**src/rtl/riscv_pkg.sv**
```systemverilog
// Shared RISC-V datapath constants and types used by the mini-cpu blocks.
package riscv_pkg;

  localparam int unsigned XLEN_DEFAULT = 64;
  localparam int unsigned NUM_REGS     = 32;
  localparam int unsigned REG_IDX_W    = 5;

  typedef logic [REG_IDX_W-1:0] reg_idx_t;

endpackage : riscv_pkg

```
**src/rtl/register_file.sv**
```systemverilog
// RISC-V integer register file: x1..x31 storage, two combinational read ports,
// one synchronous write port. x0 has no storage and always reads zero.
module register_file
  import riscv_pkg::*;
#(
  parameter int unsigned xlen = XLEN_DEFAULT
) (
  input  logic                 clk,
  input  logic                 rst,
  input  logic [REG_IDX_W-1:0] rs1,
  input  logic [REG_IDX_W-1:0] rs2,
  output logic [xlen-1:0]      rs1_data,
  output logic [xlen-1:0]      rs2_data,
  input  logic [REG_IDX_W-1:0] rd,
  input  logic [xlen-1:0]      rd_data,
  input  logic                 write_en
);

  logic [xlen-1:0] regs_q [1:NUM_REGS-1];
  logic [xlen-1:0] regs_d [1:NUM_REGS-1];

  // Index 0 never matches a storage slot, so reads of x0 fall through to zero.
  function automatic logic [xlen-1:0] read_port(input logic [REG_IDX_W-1:0] idx);
    logic [xlen-1:0] result;
    result = {xlen{1'b0}};
    for (int i = 1; i < NUM_REGS; i++) begin
      if (idx == reg_idx_t'(i)) begin
        result = regs_q[i];
      end
    end
    return result;
  endfunction

  // Next-state: write decode; rd=0 has no slot so it is dropped naturally.
  always_comb begin
    for (int i = 1; i < NUM_REGS; i++) begin
      if (write_en && (rd == reg_idx_t'(i))) begin
        regs_d[i] = rd_data;
      end else begin
        regs_d[i] = regs_q[i];
      end
    end
  end

  // Storage: asynchronous reset wins over any concurrent write.
  always_ff @(posedge clk or posedge rst) begin
    if (rst) begin
      for (int i = 1; i < NUM_REGS; i++) begin
        regs_q[i] <= {xlen{1'b0}};
      end
    end else begin
      for (int i = 1; i < NUM_REGS; i++) begin
        regs_q[i] <= regs_d[i];
      end
    end
  end

  // Read ports: no bypass, so a same-cycle write shows only after the edge.
  always_comb begin
    rs1_data = read_port(rs1);
    rs2_data = read_port(rs2);
  end

endmodule : register_file

```
**config.mk**
```make
export PLATFORM = sky130hd
export DESIGN_NAME = register_file
export DESIGN_NICKNAME = d
export VERILOG_FILES = /design/src/rtl/riscv_pkg.sv /design/src/rtl/register_file.sv
export SDC_FILE = /design/constraint.sdc
export NUM_CORES = 2
export LEC_CHECK = 0
export ABC_AREA = 1
export CELL_PAD_IN_SITES_DETAIL_PLACEMENT = 2
export CELL_PAD_IN_SITES_GLOBAL_PLACEMENT = 2
export CORE_MARGIN = 3
export CORE_UTILIZATION = 41
export CTS_BUF_LIST = sky130_fd_sc_hd__clkbuf_8
export CTS_CLUSTER_DIAMETER = 30
export DETAILED_ROUTE_END_ITERATION = 6
export PLACE_DENSITY_LB_ADDON = 0.12
export SLEW_MARGIN = 20
export SYNTH_ARGS = -nofsm -noshare
export SYNTH_HDL_FRONTEND = slang
export SYNTH_SLANG_ARGS = --single-unit
```
**constraint.sdc**
```tcl
create_clock -name clk -period 120.1 [get_ports clk]
set_input_delay 24.02 -clock clk [delete_from_list [all_inputs] [get_ports clk]]
set_output_delay 24.02 -clock clk [all_outputs]
set_load 0.1 [all_outputs]
```
After elaboration in Yosys (flattened, before gate mapping) --
Index checks and enable logic that the tools add are counted.
Cells by class: equal/unequal tests 93, multiplexer cells 62, reduce and logical (&&, ||, !) cells 31
Operators with widths (count):
- $mux 64 | 62
- $eq 5x5->1 const B | 48
- $eq 5x4->1 const B | 24
- $eq 5x3->1 const B | 12
- $logic_and 1x1->1 | 31
- $eq 5x2->1 const B | 6
- $eq 5x1->1 const B | 3
Word-level totals: bits in registers 1984, input port bits 82

Depth between registers and ports, before layout --
depth after elaboration 32, gate-level depth with buffers 23, gate-level depth less buffers 23

Least setup slack after synthesis --
OpenSTA, ideal clock, no wires.
path type input -> output, from input port rs2[1], to output port rs2_data[43], arrival time 26.693 ns, path slack 69.387 ns, stages on the path 21, path through buf_4 nand2_2 nor2_1 nand2_1 inv_2 buf_4 buf_2 nand2_1 nand4_1 nor2_1 nand4_1 nor2_1 nand4_1 nor2_1 nand4_1 nor2_1 nand4_1 nor2_1 nand4_1 nor2_1 nand4_1
Between the ends: word-level cells in the longest chain between the ends 32, elaborated cells between the ends (all ways) 62, classes of those cells eq/ne (31); mux (31)
Ends and longest elaborated chain:
- from (decl) | line register_file.sv:11 | input logic [REG_IDX_W-1:0] rs2,
- $eq 5x1->1 | line register_file.sv:27 | if (idx == reg_idx_t'(i)) begin
- $mux 64 (30 in a row) | line register_file.sv:27
- $mux 64 (*) | line register_file.sv:27
- to (decl) | line register_file.sv:13 | output logic [xlen-1:0] rs2_data,
Every way passes the cells marked *; elsewhere a longest branch is shown, timed or not.

Worst setup path in the final report --
from input port rs2[4], to output port rs2_data[38]
Same word-level chain as after synthesis.

==> flow_summary_export.csv <==
group,metric,value,unit
run_status,status,"finished, violations left",
run_status,violations,"design-rule violations",
yosys,synth_cell_types,29,
power,total_power,2.42,mW
floorplan,placement_rows,181,
floorplan,die_w,503,um
sta,rsz0062_at_grt,"no",
yosys,synth_cells,14100,
critical_path,reg2reg_slack,119.04,ns
drt,drt_first_pass_iters,7,
yosys,synth_compound_area_share,10.6,%
cts,ctsLongestPathBuffers,4,
yosys,ys.warnings.count,0,
drt,drt_iter0_markers,15000,
yosys,synth_largest_area_cell,"dfrtp_1",
sta,fin_setup_tns,0,ns
drt,wl,615,mm
global_route,track_usage,43.9,%
power,vdd_ir_drop_max,15.9,uV
yosys,synth-simple-area-share,33.1,%
floorplan,die_area,253000,um^2
drt,via_count,118000,
critical_path,slowest_delay,1.16,ns
yosys,synth_xor_area_share,0,%
critical_path,crit_path_max_fanout,44,
cells_and_area,seq_area,49600,um^2
yosys,ys.flop_type,"dfrtp_1",
yosys,synth_area_leaders,"dfrtp_1 (49%), nand2_1 (18%), o21ai_0 (10%), nand4_1 (6.8%), nor2_1 (5.7%)",
yosys,synthMuxAreaShare,0,%
sta,fmax,0.0180,GHz
sta,slew-limit-headroom,16.7,%
floorplan,die_h,503,um
sta,hold_viol,0,
cells_and_area,fin_nets,14100,
cells_and_area,utilization,48.2,%
drt,drt-wirelength-per-cell,34.9,um
sta,period_needed,55.50,ns
cts,cts_buffers,572,
cts,cts_post_setup_buffers_inserted,0,
critical_path,endpoint_kind,"output pin",
cells_and_area,multi_input_area,44800,um^2
yosys,synth_commonest_cells,"nand2_1 (4994), o21ai_0 (2032), dfrtp_1 (1984)",
cells_and_area,fillerInstances,27500,
sta,drv_slew,0,
drt,via_per_inst,6.68,
yosys,avgSynthCellArea,7.21,um^2
sta,timing.final.crit_share,46.2,%
cts,clock_sinks,1984,
critical_path,cp-start-kind,"primary input",
power,power.density,20.5,nW/um^2
yosys,yosysSeqAreaShare,49.0,%
sta,setup_viol,0,
floorplan,io_pins,210,
floorplan,start_util,41.4,%
global_route,grt_max_degree,172,
sta,worst_pin_slew,1.25,ns
critical_path,crit_arrival,31.48,ns
critical_path,path_cells,"clkdlybuf4s50_1 -> inv_6 -> nand2_1 -> nor2_2 -> buf_4 -> inv_2 -> buf_4 -> nor2_1 -> nor2_1 -> nand4_1 -> nor2_1 -> nand4_1 -> nor2_1 -> nand4_1 -> nor2_1 -> nand4_1 -> nor2_1 -> nand4_1 -> nor2_1 -> nand4_1 -> nor2_1 -> nand4_1 -> clkdlybuf4s50_1",
cells_and_area,drive_above_1_share,9.41,%
cts,cts_tree,"done",
drt,drc,1,
yosys,synth_edf_count,0,
cts,root_buffer,"clkbuf_8",
critical_path,cpMostUsedCell,"nor2_1",
place,portBuffers,209,
critical_path,required,96.08,ns
place,place_congestion,0.860,
cts,clock_latency,1.14,ns
yosys,synth_fa_ha_area_share,0,%
cells_and_area,reg_top3,"regs_q: 1984 flops",
floorplan,core,245000,um^2
yosys,netlist_area,101000,um^2
global_route,grt_pass1_wl,849,mm
yosys,syn_nets,14100,
sta,skew,0,ns
cts,clk_pin_slew,0.05,ns
yosys,yosysMostFrequentCell,"nand2_1",
global_route,antenna_found_initial,32,
global_route,grt_pass1_vias,128000,
critical_path,cp_slowest_cell,"clkdlybuf4s50_1",
cells_and_area,top_register,"regs_q",
critical_path,critical_path_class,"primary input to output pin",
yosys,yosys_register_bits,1984,
place,dp_hpwl,302,mm
power,leakagePower,53.7,nW
drt,ant_nets,0,
cells_and_area,largest_reg_flops,1984,
global_route,globalRouteOverflowTotal,0,
yosys,async_reset_ff_share,100,%
min_path,min_path_type,"register to register",
cts,cts_resized,0,
cells_and_area,design_area,118000,um^2
place,placed_cell_area,106000,um^2
run,maxCapViolations,0,
cells_and_area,syn_to_final_growth,16.3,%
cts,hold_buffers,0,
yosys,synth_top_cell_area_share,49.0,%
cts,htreeDepth,6,
yosys,synth_top_family_by_area,"simple AND/OR/NAND/NOR gates",
-- power breakdown --
part           internal (mW)  switching, mW  total [mW]
logic                 0.0978          0.327       0.424
clock network          0.619          0.445        1.06
registers              0.794          0.138       0.932
-- per-layer routing --
| layer | GRT usage, % | part of all wire [%] | vias up |
|---|---|---|---|
| met4 | 23.4 | 6.8 | 32 |
| met5 | 0 | 0.029 | - |
| met2 | 70.6 | 46 | 8458 |
| li1 | - | - | 45300 |
| met1 | 54.9 | 37 | 60900 |
| met3 | 10.1 | 10 | 3003 |
-- cell families after synthesis --
group / after synthesis
compound gates: 2130
buf+inv: 1933
flops: 1984
simple gates: 8015
-- placed cells by master (no fill, tap or decap), types with 8 or more instances in the layout --
master	synthesis	routed
a21oi_1	89	89
buf_4	14	224
bufinv_16	0	41
clkbuf_8	0	704
clkdlybuf4s50_1	0	209
clkinv_2	0	99
clkinvlp_4	0	27
dfrtp_1	1984	1984
diode_2	0	14
inv_1	821	901
inv_2	24	38
inv_6	0	9
nand2_1	4994	4968
nand2_4	1	25
nand3_1	197	190
nand3_4	0	8
nand4_1	1106	1106
nor2_1	1541	1520
nor2_2	16	11
nor2_4	2	28
nor3_1	13	11
o2111ai_1	8	8
o21ai_0	2032	2032
or2_0	11	11
or2_1	15	15
or2_2	105	105
-- critical path: cells and delay by family --
kind	cells	cell delay (ns)
buf+inv	6	3.91
simple gates	17	3.45
-- metrics by stage --
stage,worst slack (ns),instances,hold WS (ns)
finish,64.60,17600,0.488
global route,64.50,17600,0.520
CTS,65.07,17600,0.490
detailed placement,65.21,16600,0.473
global placement,65.34,16600,0.465
floorplan,40.04,14100,0.453
-- path summary, 6_finish.rpt --
check	start	to	cells after the start
min reg2reg	regs_q[1500]	regs_q[1500]	2
max in group asynchronous	rst	regs_q[1595]	8
min in group asynchronous	rst	regs_q[87]	2
max reg2reg	regs_q[667]	regs_q[667]	2
min	regs_q[1500]	regs_q[1500]	2
max	rs2[4]	rs2_data[38]	23
-- area by class of cell --
cell class | count | share of cell area (%)
flip-flops and latches | 1984 | 42.1
multi-input cells | 10100 | 38.0
clock buffers | 704 | 8.22
well taps | 3202 | 3.40
repair buffers | 442 | 3.36
inverters | 849 | 2.73
clock inverters | 283 | 2.10
diodes | 14 | 0.0297
No activity file was read; power rests on OpenSTA's default activity.
